File: config.mk
export PLATFORM = sky130hd
export DESIGN_NAME = af_sequencer
export DESIGN_NICKNAME = d
export VERILOG_FILES = /design/src/rtl/af_sequencer.sv
export SDC_FILE = /design/constraint.sdc
export NUM_CORES = 1
export LEC_CHECK = 0
export ABC_AREA = 1
export BUFFER_PORTS_ARGS = -buffer_cell sky130_fd_sc_hd__buf_2
export CAP_MARGIN = 40
export CORE_AREA = 5 5 121 123
export DETAILED_ROUTE_END_ITERATION = 6
export DIE_AREA = 0 0 126 128
export PLACE_DENSITY = 0.76
export SLEW_MARGIN = 15
export SYNTH_ARGS = -nofsm -noshare
export SYNTH_HDL_FRONTEND = slang
export SYNTH_SLANG_ARGS = --single-unit
File: constraint.sdc
create_clock -name clk -period 2.9 [get_ports clk]
set_clock_uncertainty 0.05 [all_clocks]
set_input_delay 0.145 -clock clk [delete_from_list [all_inputs] [get_ports clk]]
set_output_delay 0.145 -clock clk [all_outputs]
set_load 0.02 [all_outputs]
File: src/rtl/af_sequencer.sv
// af_sequencer
//   Command-driven controller for the activation-function path of the tile array.
//   Compute commands are buffered in a small FIFO. Each one is issued to the array as an
//   instruction plus a one-cycle start pulse. The controller then steers the AF mux and the
//   tanh source, waits for the selected sigmoid/tanh array to report ready, and strobes the
//   NORTH-side write-back. Only one command owns the shared sigmoid/tanh arrays at a time.
//
// Optional feature (compile-time macro AF_TIMEOUT_EN):
//   When AF_TIMEOUT_EN is defined, a watchdog bounds WAIT_EXEC and AF_WAIT to TIMEOUT_CYCLES.
//   On expiry the command is dropped without cmd_done, err pulses and the FSM returns to IDLE.
//   Without the macro both wait states wait indefinitely.
//
// Ports
//   clk                  in   rising-edge clock
//   reset                in   asynchronous reset, active low (0 = reset)
//   cmd_valid            in   command push request
//   cmd_ready            out  FIFO not full
//   cmd_instr            in   32-bit instruction for the array
//   cmd_af               in   0=pass-through, 1=sigmoid, 2=tanh, 3=illegal
//   cmd_tanh_src         in   0=EAST, 1=NORTH tanh source
//   top_start            out  one-cycle start pulse to the array
//   top_instruction      out  instruction, held from ISSUE through WB
//   exec_done            in   array compute complete (level or pulse)
//   ready_sig            in   sigmoid array ready
//   ready_tanh           in   tanh array ready
//   activation_function  out  AF mux select
//   tanh_in              out  tanh source select
//   wb_en                out  NORTH capture strobe, HOLD_CYCLES long
//   cmd_done             out  one-cycle pulse, command retired
//   err                  out  one-cycle pulse, illegal push (or timeout)
//   busy                 out  FSM not idle or FIFO not empty
//   fifo_count           out  occupied FIFO entries

module af_sequencer #(
  parameter int CMD_DEPTH      = 4,
  parameter int HOLD_CYCLES    = 2,
  parameter int TIMEOUT_CYCLES = 1024
) (
  input  logic                         clk,
  input  logic                         reset,
  input  logic                         cmd_valid,
  output logic                         cmd_ready,
  input  logic [31:0]                  cmd_instr,
  input  logic [1:0]                   cmd_af,
  input  logic                         cmd_tanh_src,
  output logic                         top_start,
  output logic [31:0]                  top_instruction,
  input  logic                         exec_done,
  input  logic                         ready_sig,
  input  logic                         ready_tanh,
  output logic [1:0]                   activation_function,
  output logic                         tanh_in,
  output logic                         wb_en,
  output logic                         cmd_done,
  output logic                         err,
  output logic                         busy,
  output logic [$clog2(CMD_DEPTH):0]   fifo_count
);

  localparam int PTR_W = $clog2(CMD_DEPTH);
  localparam int CNT_W = PTR_W + 1;

  typedef enum logic [2:0] {IDLE, ISSUE, WAIT_EXEC, AF_WAIT, WB, DONE} state_t;

  state_t           state;
  logic [31:0]      instr_mem [CMD_DEPTH];
  logic [1:0]       af_mem    [CMD_DEPTH];
  logic             src_mem   [CMD_DEPTH];
  logic [PTR_W-1:0] wr_ptr;
  logic [PTR_W-1:0] rd_ptr;
  logic [3:0]       hold_cnt;
  logic             illegal;
  logic             push;
  logic             pop;
  logic             af_ready;

  assign cmd_ready = (fifo_count != CNT_W'(CMD_DEPTH));
  assign illegal   = cmd_valid && (cmd_af == 2'd3);
  assign push      = cmd_valid && cmd_ready && !illegal;
  assign pop       = (state == IDLE) && (fifo_count != '0);
  assign busy      = (state != IDLE) || (fifo_count != '0);

  // Only the ready of the array selected for this command may end AF_WAIT.
  assign af_ready  = ((activation_function == 2'd1) && ready_sig) ||
                     ((activation_function == 2'd2) && ready_tanh);

`ifdef AF_TIMEOUT_EN
  localparam int TO_W = $clog2(TIMEOUT_CYCLES) + 1;
  logic [TO_W-1:0] to_cnt;
  logic            to_hit;

  assign to_hit = (to_cnt == TO_W'(TIMEOUT_CYCLES - 1));
`endif

  // FIFO pointers and occupancy; pointers wrap naturally since the depth is a power of two.
  // A simultaneous push and pop leaves the count unchanged.
  always_ff @(posedge clk or negedge reset) begin
    if (!reset) begin
      wr_ptr     <= '0;
      rd_ptr     <= '0;
      fifo_count <= '0;
    end else begin
      if (push) wr_ptr <= wr_ptr + 1'b1;
      if (pop)  rd_ptr <= rd_ptr + 1'b1;
      case ({push, pop})
        2'b10:   fifo_count <= fifo_count + 1'b1;
        2'b01:   fifo_count <= fifo_count - 1'b1;
        default: fifo_count <= fifo_count;
      endcase
    end
  end

  // FIFO storage needs no reset; entries are only read once the count says they are valid.
  always_ff @(posedge clk) begin
    if (push) begin
      instr_mem[wr_ptr] <= cmd_instr;
      af_mem[wr_ptr]    <= cmd_af;
      src_mem[wr_ptr]   <= cmd_tanh_src;
    end
  end

  // Command sequencer. All outputs are registered; the latched AF select doubles as the
  // command's AF code while the command is in flight.
  always_ff @(posedge clk or negedge reset) begin
    if (!reset) begin
      state               <= IDLE;
      top_start           <= 1'b0;
      top_instruction     <= '0;
      activation_function <= '0;
      tanh_in             <= 1'b0;
      wb_en               <= 1'b0;
      cmd_done            <= 1'b0;
      err                 <= 1'b0;
      hold_cnt            <= '0;
`ifdef AF_TIMEOUT_EN
      to_cnt              <= '0;
`endif
    end else begin
      top_start <= 1'b0;
      cmd_done  <= 1'b0;
      err       <= illegal;
      case (state)
        IDLE: begin
          if (pop) begin
            top_instruction     <= instr_mem[rd_ptr];
            activation_function <= af_mem[rd_ptr];
            tanh_in             <= src_mem[rd_ptr];
            top_start           <= 1'b1;
            state               <= ISSUE;
          end
        end
        ISSUE: begin
`ifdef AF_TIMEOUT_EN
          to_cnt <= '0;
`endif
          state <= WAIT_EXEC;
        end
        WAIT_EXEC: begin
          if (exec_done) begin
            if (activation_function == 2'd0) begin
              wb_en    <= 1'b1;
              hold_cnt <= 4'(HOLD_CYCLES - 1);
              state    <= WB;
            end else begin
`ifdef AF_TIMEOUT_EN
              to_cnt <= '0;
`endif
              state <= AF_WAIT;
            end
          end
`ifdef AF_TIMEOUT_EN
          else if (to_hit) begin
            err                 <= 1'b1;
            top_instruction     <= '0;
            activation_function <= '0;
            tanh_in             <= 1'b0;
            state               <= IDLE;
          end else begin
            to_cnt <= to_cnt + 1'b1;
          end
`endif
        end
        AF_WAIT: begin
          if (af_ready) begin
            wb_en    <= 1'b1;
            hold_cnt <= 4'(HOLD_CYCLES - 1);
            state    <= WB;
          end
`ifdef AF_TIMEOUT_EN
          else if (to_hit) begin
            err                 <= 1'b1;
            top_instruction     <= '0;
            activation_function <= '0;
            tanh_in             <= 1'b0;
            state               <= IDLE;
          end else begin
            to_cnt <= to_cnt + 1'b1;
          end
`endif
        end
        WB: begin
          if (hold_cnt == '0) begin
            wb_en               <= 1'b0;
            cmd_done            <= 1'b1;
            top_instruction     <= '0;
            activation_function <= '0;
            tanh_in             <= 1'b0;
            state               <= DONE;
          end else begin
            hold_cnt <= hold_cnt - 1'b1;
          end
        end
        DONE: begin
          state <= IDLE;
        end
        default: begin
          state <= IDLE;
        end
      endcase
    end
  end

endmodule

==> impl_metrics.tcl, run 1 <==
set metrics [dict create \
    max_slew_margin 0.479 \
    cp_slowest_cell "dfrtp_1" \
    die_x_um 126 \
    synthFlopType "edfxtp_1" \
    cts_buffers 17 \
    max_freq_ghz 0.430 \
    grt.total_usage 0.197 \
    synth_warnings 0 \
    hold_viol 0 \
    initial_core_util 0.557 \
    layout_commonest_cell "edfxtp_1" \
    dr.pass1.iters 5 \
    dp_hpwl_um 9040 \
    clk-insertion-delay-late_ps 430 \
    path_clk_slew_ps 60 \
    cts.sinks 193 \
    grt_max_degree 72 \
    pin_count 85 \
    slew_viol_final 0 \
    grt_pass1_vias 5036 \
    syn-cell-area_mm2 0.00756 \
    fin_crit_ps 2320 \
    placement_rows 43 \
    fp.dieArea_mm2 0.0161 \
    cts_tree "done" \
    post-route-cell-area_mm2 0.00912 \
    fill_cells 1009 \
    synthToLayoutAreaGrowth_pct 20.6 \
    yosysSeqAreaShare 0.732 \
    clockBufferDepth 2 \
    critPathKind "reg2reg" \
    irDropWorstVdd_v 0.000571 \
    h-tree-depth 4 \
    crit_path_end "fifo_count[2]$_DFFE_PN0P_" \
    p_per_area_mw_per_mm2 1050 \
    r2r_start "state[1]$_DFFE_PN0P_" \
    synthCells 615 \
    setup.worst_path.start "state[1]$_DFFE_PN0P_" \
    cp_cell_sequence "nor2_2 -> inv_2 -> nor2_4 -> nand2_4 -> inv_6 -> ha_1 -> inv_1 -> fa_1 -> a21oi_1 -> o21ai_0 -> xor2_1" \
    routedWlPerCell_um 16.7 \
    avgViaCountPerCell 5.48 \
    final_cell_mix "edfxtp_1 (140), nand2_1 (99), buf_2 (84), nor2_1 (81), o21ai_0 (67)" \
    layout.nets 785 \
    hold-worst-slack_ps 71.5 \
    path_depth 11 \
    diodes 0 \
    rsz0062_at_grt "false" \
    cpLargestDelayFamily "adder cells" \
    syn_avg_cell_area_um2 12.3 \
    setup_viol 0 \
    slowest_delay_ps 400 \
    drv_cap 0 \
    period_share 0.802 \
    antenna_found_initial 0 \
    holdCritPathClass "in2reg" \
    first_iter_violations 428 \
    finalWirelength_um 15500 \
    syn_nets 664 \
    vias 5091 \
    synthDistinctLibCells 26 \
    cts_root_buf "clkbuf_16" \
    ctsResizeCount 0 \
    port_buffers 84 \
    ant_nets 0 \
    drt_drc_violations_left 0 \
    cp-start-kind "flip-flop" \
    async_flop_share 0.275 \
    r2r_setup_slack_ps 580 \
    dp_cells 859 \
    synth_edf_count 140 \
    cp.required_ps 3150 \
    ys_ff_latch 193 \
    arrival_ps 2570 \
    leakagePower_uw 0.00367 \
    end_kind "flip-flop" \
    crit_buf_inv 3 \
    drive_above_1_share 0.195 \
    grt_pass1_wl_um 24700 \
    status "complete, no violations" \
    r2r_end "fifo_count[2]$_DFFE_PN0P_" \
    die_h_um 128 \
    grt.overflow.total 0 \
    stdcell_count 929 \
    core_area_mm2 0.0136 \
    finalWeightedCongestion 0.804 \
    cp_max_fo 38 \
    r2r.worst_path.cells 11 \
    place_area_mm2 0.00818 \
    worstMarginPinSlew_ps 781 \
]
-- worst min-delay path: cells and delay by family --
family / cells / cell delay, ps
compound gates: 2 / 140
simple gates: 1 / 140
buf+inv: 1 / 70
-- registers in the layout, summed over array words and instances, names as in the netlist, 2 cells and up --
| signal | count |
|---|---|
| fifo_count | 3 |
| top_instruction | 32 |
| instr_mem | 128 |
| state | 3 |
| rd_ptr | 2 |
| af_mem | 8 |
| src_mem | 4 |
| activation_function | 2 |
| wr_ptr | 2 |
| hold_cnt | 4 |
-- cells by family after synthesis --
kind of cell               Yosys count  synth area share
and+or+nand+nor                    233             0.126
DFF                                193             0.732
AOI/OAI and AO/OA                  118            0.0841
buffers and inverters               58            0.0379
adders and majority gates            8            0.0142
xor gates and xnor gates             5           0.00579
-- power breakdown --
group	leakage, uW	internal, uW	switching (uW)
sequential	0.00193	3640	276
combinational	0.00147	1080	2340
clock	0.000265	1190	996
-- cells in the mapped netlist (all sizes together), types with 4 or more instances --
cell | count | area [um^2]
buf | 21 | 143
nand3 | 41 | 205
inv | 27 | 106
o21ai | 78 | 390
nor2 | 88 | 343
o22ai | 35 | 219
clkbuf | 10 | 37.5
nand2 | 102 | 395
a21oi | 4 | 20.0
edfxtp | 140 | 4200
dfrtp | 53 | 1330
ha | 7 | 87.6
-- worst min path at each step --
stage                   start                                 end  slack [ps]  cells past startpoint
CTS                 exec_done                state[1]$_DFFE_PN0P_          50                      4
global route        exec_done                state[1]$_DFFE_PN0P_          80                      4
global placement        reset                  cmd_done$_DFF_PN0_         170                      1
detailed placement      reset                   wb_en$_DFFE_PN0P_         170                      1
finish              exec_done                state[1]$_DFFE_PN0P_          70                      4
floorplan               reset  activation_function[0]$_DFFE_PN0P_        -200                      0
-- final cells by class --
| class | instances | area (um^2) | area share |
|---|---|---|---|
| flip-flops and latches | 193 | 5530 | 0.607 |
| multi-input cells | 364 | 1770 | 0.194 |
| repair buffers | 133 | 921 | 0.101 |
| clock buffers | 18 | 429 | 0.0471 |
| well taps | 180 | 225 | 0.0247 |
| clock inverters | 14 | 131 | 0.0144 |
| inverters | 27 | 106 | 0.0117 |
-- routing by layer --
layer  global-route usage  part of all wire  routed length [um]
met5                    0                 0                   0
met4               0.0713             0.013                 201
met3               0.0458             0.059                 923
met2                0.342              0.52                8050
met1                0.245              0.41                6350
-- timing repair --
| item | CTS | global route |
|---|---|---|
| hold endpoints to repair | 171 | 0 |
| buffers inserted | 0 | 0 |
| hold buffers | 38 | 0 |
-- through the flow --
stage | setup slack, ps | setup TNS (ps) | utilization | total power, uW
finish | 575 | 0 | 0.672 | 9530
CTS | 562 | 0 | 0.672 | 9570
detailed placement | 578 | 0 | 0.603 | 7340
floorplan | -168 | -23490 | - | 6350
global route | 352 | 0 | 0.672 | 10100
global placement | 619 | 0 | 0.603 | 7200
No activity file was read; power rests on OpenSTA's default activity.
==> inputs of run 2 (changes only) <==
CORE_AREA = 5 5 127 129   (was 5 5 121 123)
DIE_AREA = 0 0 132 134   (was 0 0 126 128)
PLACE_DENSITY = 0.72   (was 0.76)
clock period = 2.1 ns   (was 2.9 ns; I/O delays follow)
==> run 2 against run 1 <==
Compared with the run above:
- largest cell class unchanged
- die area up 9.7%
- wire length up 6.0%
- clock power increased by 49%
- worst setup slack worse by 450 ps
- critical path type unchanged
- largest power group unchanged
- sequential cell count stayed put
- via count is 1.2% lower
- global-route usage decreased by 0.39 points
==> impl_metrics.tcl, run 2 (same netlist as run 1, synthesis figures left out) <==
set metrics [dict create \
    cp-start-kind "flip-flop" \
    initial_core_util 0.507 \
    cts_root_buf "clkbuf_16" \
    min_from "exec_done" \
    hold_viol 0 \
    largest_register_ffs 128 \
    clockBufferDepth 2 \
    hold-worst-slack_ps 33.9 \
    grt_max_degree 72 \
    min_path_cells 4 \
    leakagePower_uw 0.00374 \
    power_frac_clock 0.241 \
    worstMarginPinSlew_ps 642 \
    arrival_ps 2230 \
    finish.utilization 0.621 \
    cts_tree "done" \
    end_kind "flip-flop" \
    grt_pass1_vias 5327 \
    slew_viol_final 0 \
    synthToLayoutAreaGrowth_pct 22.6 \
    fin_crit_ps 1980 \
    path_clk_slew_ps 60 \
    period_share 0.941 \
    holdCritPathClass "in2reg" \
    r2r_setup_slack_ps 120 \
    die_x_um 132 \
    status "complete, no violations" \
    layout.nets 788 \
    dp_hpwl_um 9290 \
    grt.overflow.total 0 \
    placement_rows 45 \
    drt_drc_violations_left 0 \
    swShare 0.367 \
    reg_top3 "instr_mem x128, top_instruction x32, af_mem x8" \
    grt.total_usage 0.193 \
    internal_power_uw 8580 \
    fp.dieArea_mm2 0.0177 \
    routedWlPerCell_um 17.5 \
    drv_cap 0 \
    max_slew_margin 0.571 \
    pin_count 85 \
    finalWeightedCongestion 0.790 \
    seq_power_share 0.399 \
    die_h_um 134 \
    h-tree-depth 4 \
    r2r_start "state[0]$_DFFE_PN0P_" \
    first_iter_violations 469 \
    r2r_end "fifo_count[2]$_DFFE_PN0P_" \
    postCtsSetupBuffers 0 \
    setup_viol 0 \
    r2r.worst_path.cells 11 \
    cp_max_fo 3 \
    port_buffers 84 \
    cts.sinks 193 \
    hold_path_end "state[1]$_DFFE_PN0P_" \
    setup_tns_ps 0 \
    max_freq_ghz 0.506 \
    clk-insertion-delay-late_ps 430 \
    avgViaCountPerCell 5.34 \
    antenna_found_initial 1 \
    grt_pass1_wl_um 27000 \
    p_per_area_mw_per_mm2 1460 \
    stdcell_count 941 \
    vias 5029 \
    ant_nets 0 \
    layout_commonest_cell "edfxtp_1" \
    dp_cells 870 \
    top_register "instr_mem" \
    dr.pass1.iters 5 \
    cts_buffers 17 \
    cp.required_ps 2360 \
    comb_power_share 0.360 \
    core_area_mm2 0.0149 \
    p_sw_uw 4980 \
    finalWirelength_um 16500 \
    final_cell_mix "edfxtp_1 (140), nand2_1 (99), buf_2 (84), nor2_1 (81), o21ai_0 (66)" \
    irDropWorstVdd_v 0.000824 \
    drive_above_1_share 0.201 \
    critPathKind "reg2reg" \
]
-- run 2: through the flow --
stage / total power (uW) / cell area, um^2 / setup WS, ps
after floorplan: 8830 / 7610 / 11.8
after global placement: 10100 / 8280 / 154
after detailed placement: 10300 / 8280 / 113
after CTS: 13600 / 9260 / 98.9
after global routing: 14500 / 9270 / -4.99
final: 13600 / 9270 / 125
-- run 2: repair_timing --
item / CTS / global route
hold endpoints to repair: 194 / 0
endpoints found under the setup margin: 0 / 1
resized for setup: 0 / 1
hold buffers: 38 / 0
-- run 2: routing by layer --
layer | vias to the layer above | GRT usage | wire (um)
li1 | 2399 | - | -
met1 | 2481 | 0.241 | 6960
met2 | 135 | 0.337 | 8490
met3 | 14 | 0.0461 | 836
met4 | 0 | 0.0571 | 162
met5 | - | 0 | 0
-- run 2: worst max-delay path by stage --
stage                          from                         to
2_1_floorplan  state[0]$_DFFE_PN0P_  fifo_count[2]$_DFFE_PN0P_
3_3_place_gp   state[0]$_DFFE_PN0P_  fifo_count[2]$_DFFE_PN0P_
3_5_place_dp   state[0]$_DFFE_PN0P_  fifo_count[2]$_DFFE_PN0P_
4_1_cts        state[0]$_DFFE_PN0P_  fifo_count[2]$_DFFE_PN0P_
5_1_grt        state[0]$_DFFE_PN0P_  fifo_count[2]$_DFFE_PN0P_
6_report       state[0]$_DFFE_PN0P_  fifo_count[2]$_DFFE_PN0P_
-- run 2: worst max-delay path, cell delays in order (launching register included) --
cell and delay, ps:
dfrtp_1 420, nor2_4 160, inv_2 60, nor2_4 130, nand2_4 70, inv_6 50, ha_1 120, inv_1 70
fa_2 350, a21oi_1 140, o21ai_1 90, xor2_1 150
-- run 2: power groups by stage --
stage	clock network (uW)	registers (uW)	logic, uW
floorplan	0	5860	2960
global placement	0	5430	4650
detailed placement	0	5470	4850
CTS	3310	5410	4930
global route	3490	5510	5500
finish	3270	5410	4880
-- run 2: final cells by class --
class,instances,area (um^2)
Multi-Input combinational cell,364,1800
Sequential cell,193,5530
Tap cell,188,235
Antenna cell,1,2.50
Clock inverter,14,170
Clock buffer,18,429
Inverter,27,106
Timing Repair Buffer,136,993
Fill cell,1117,5650
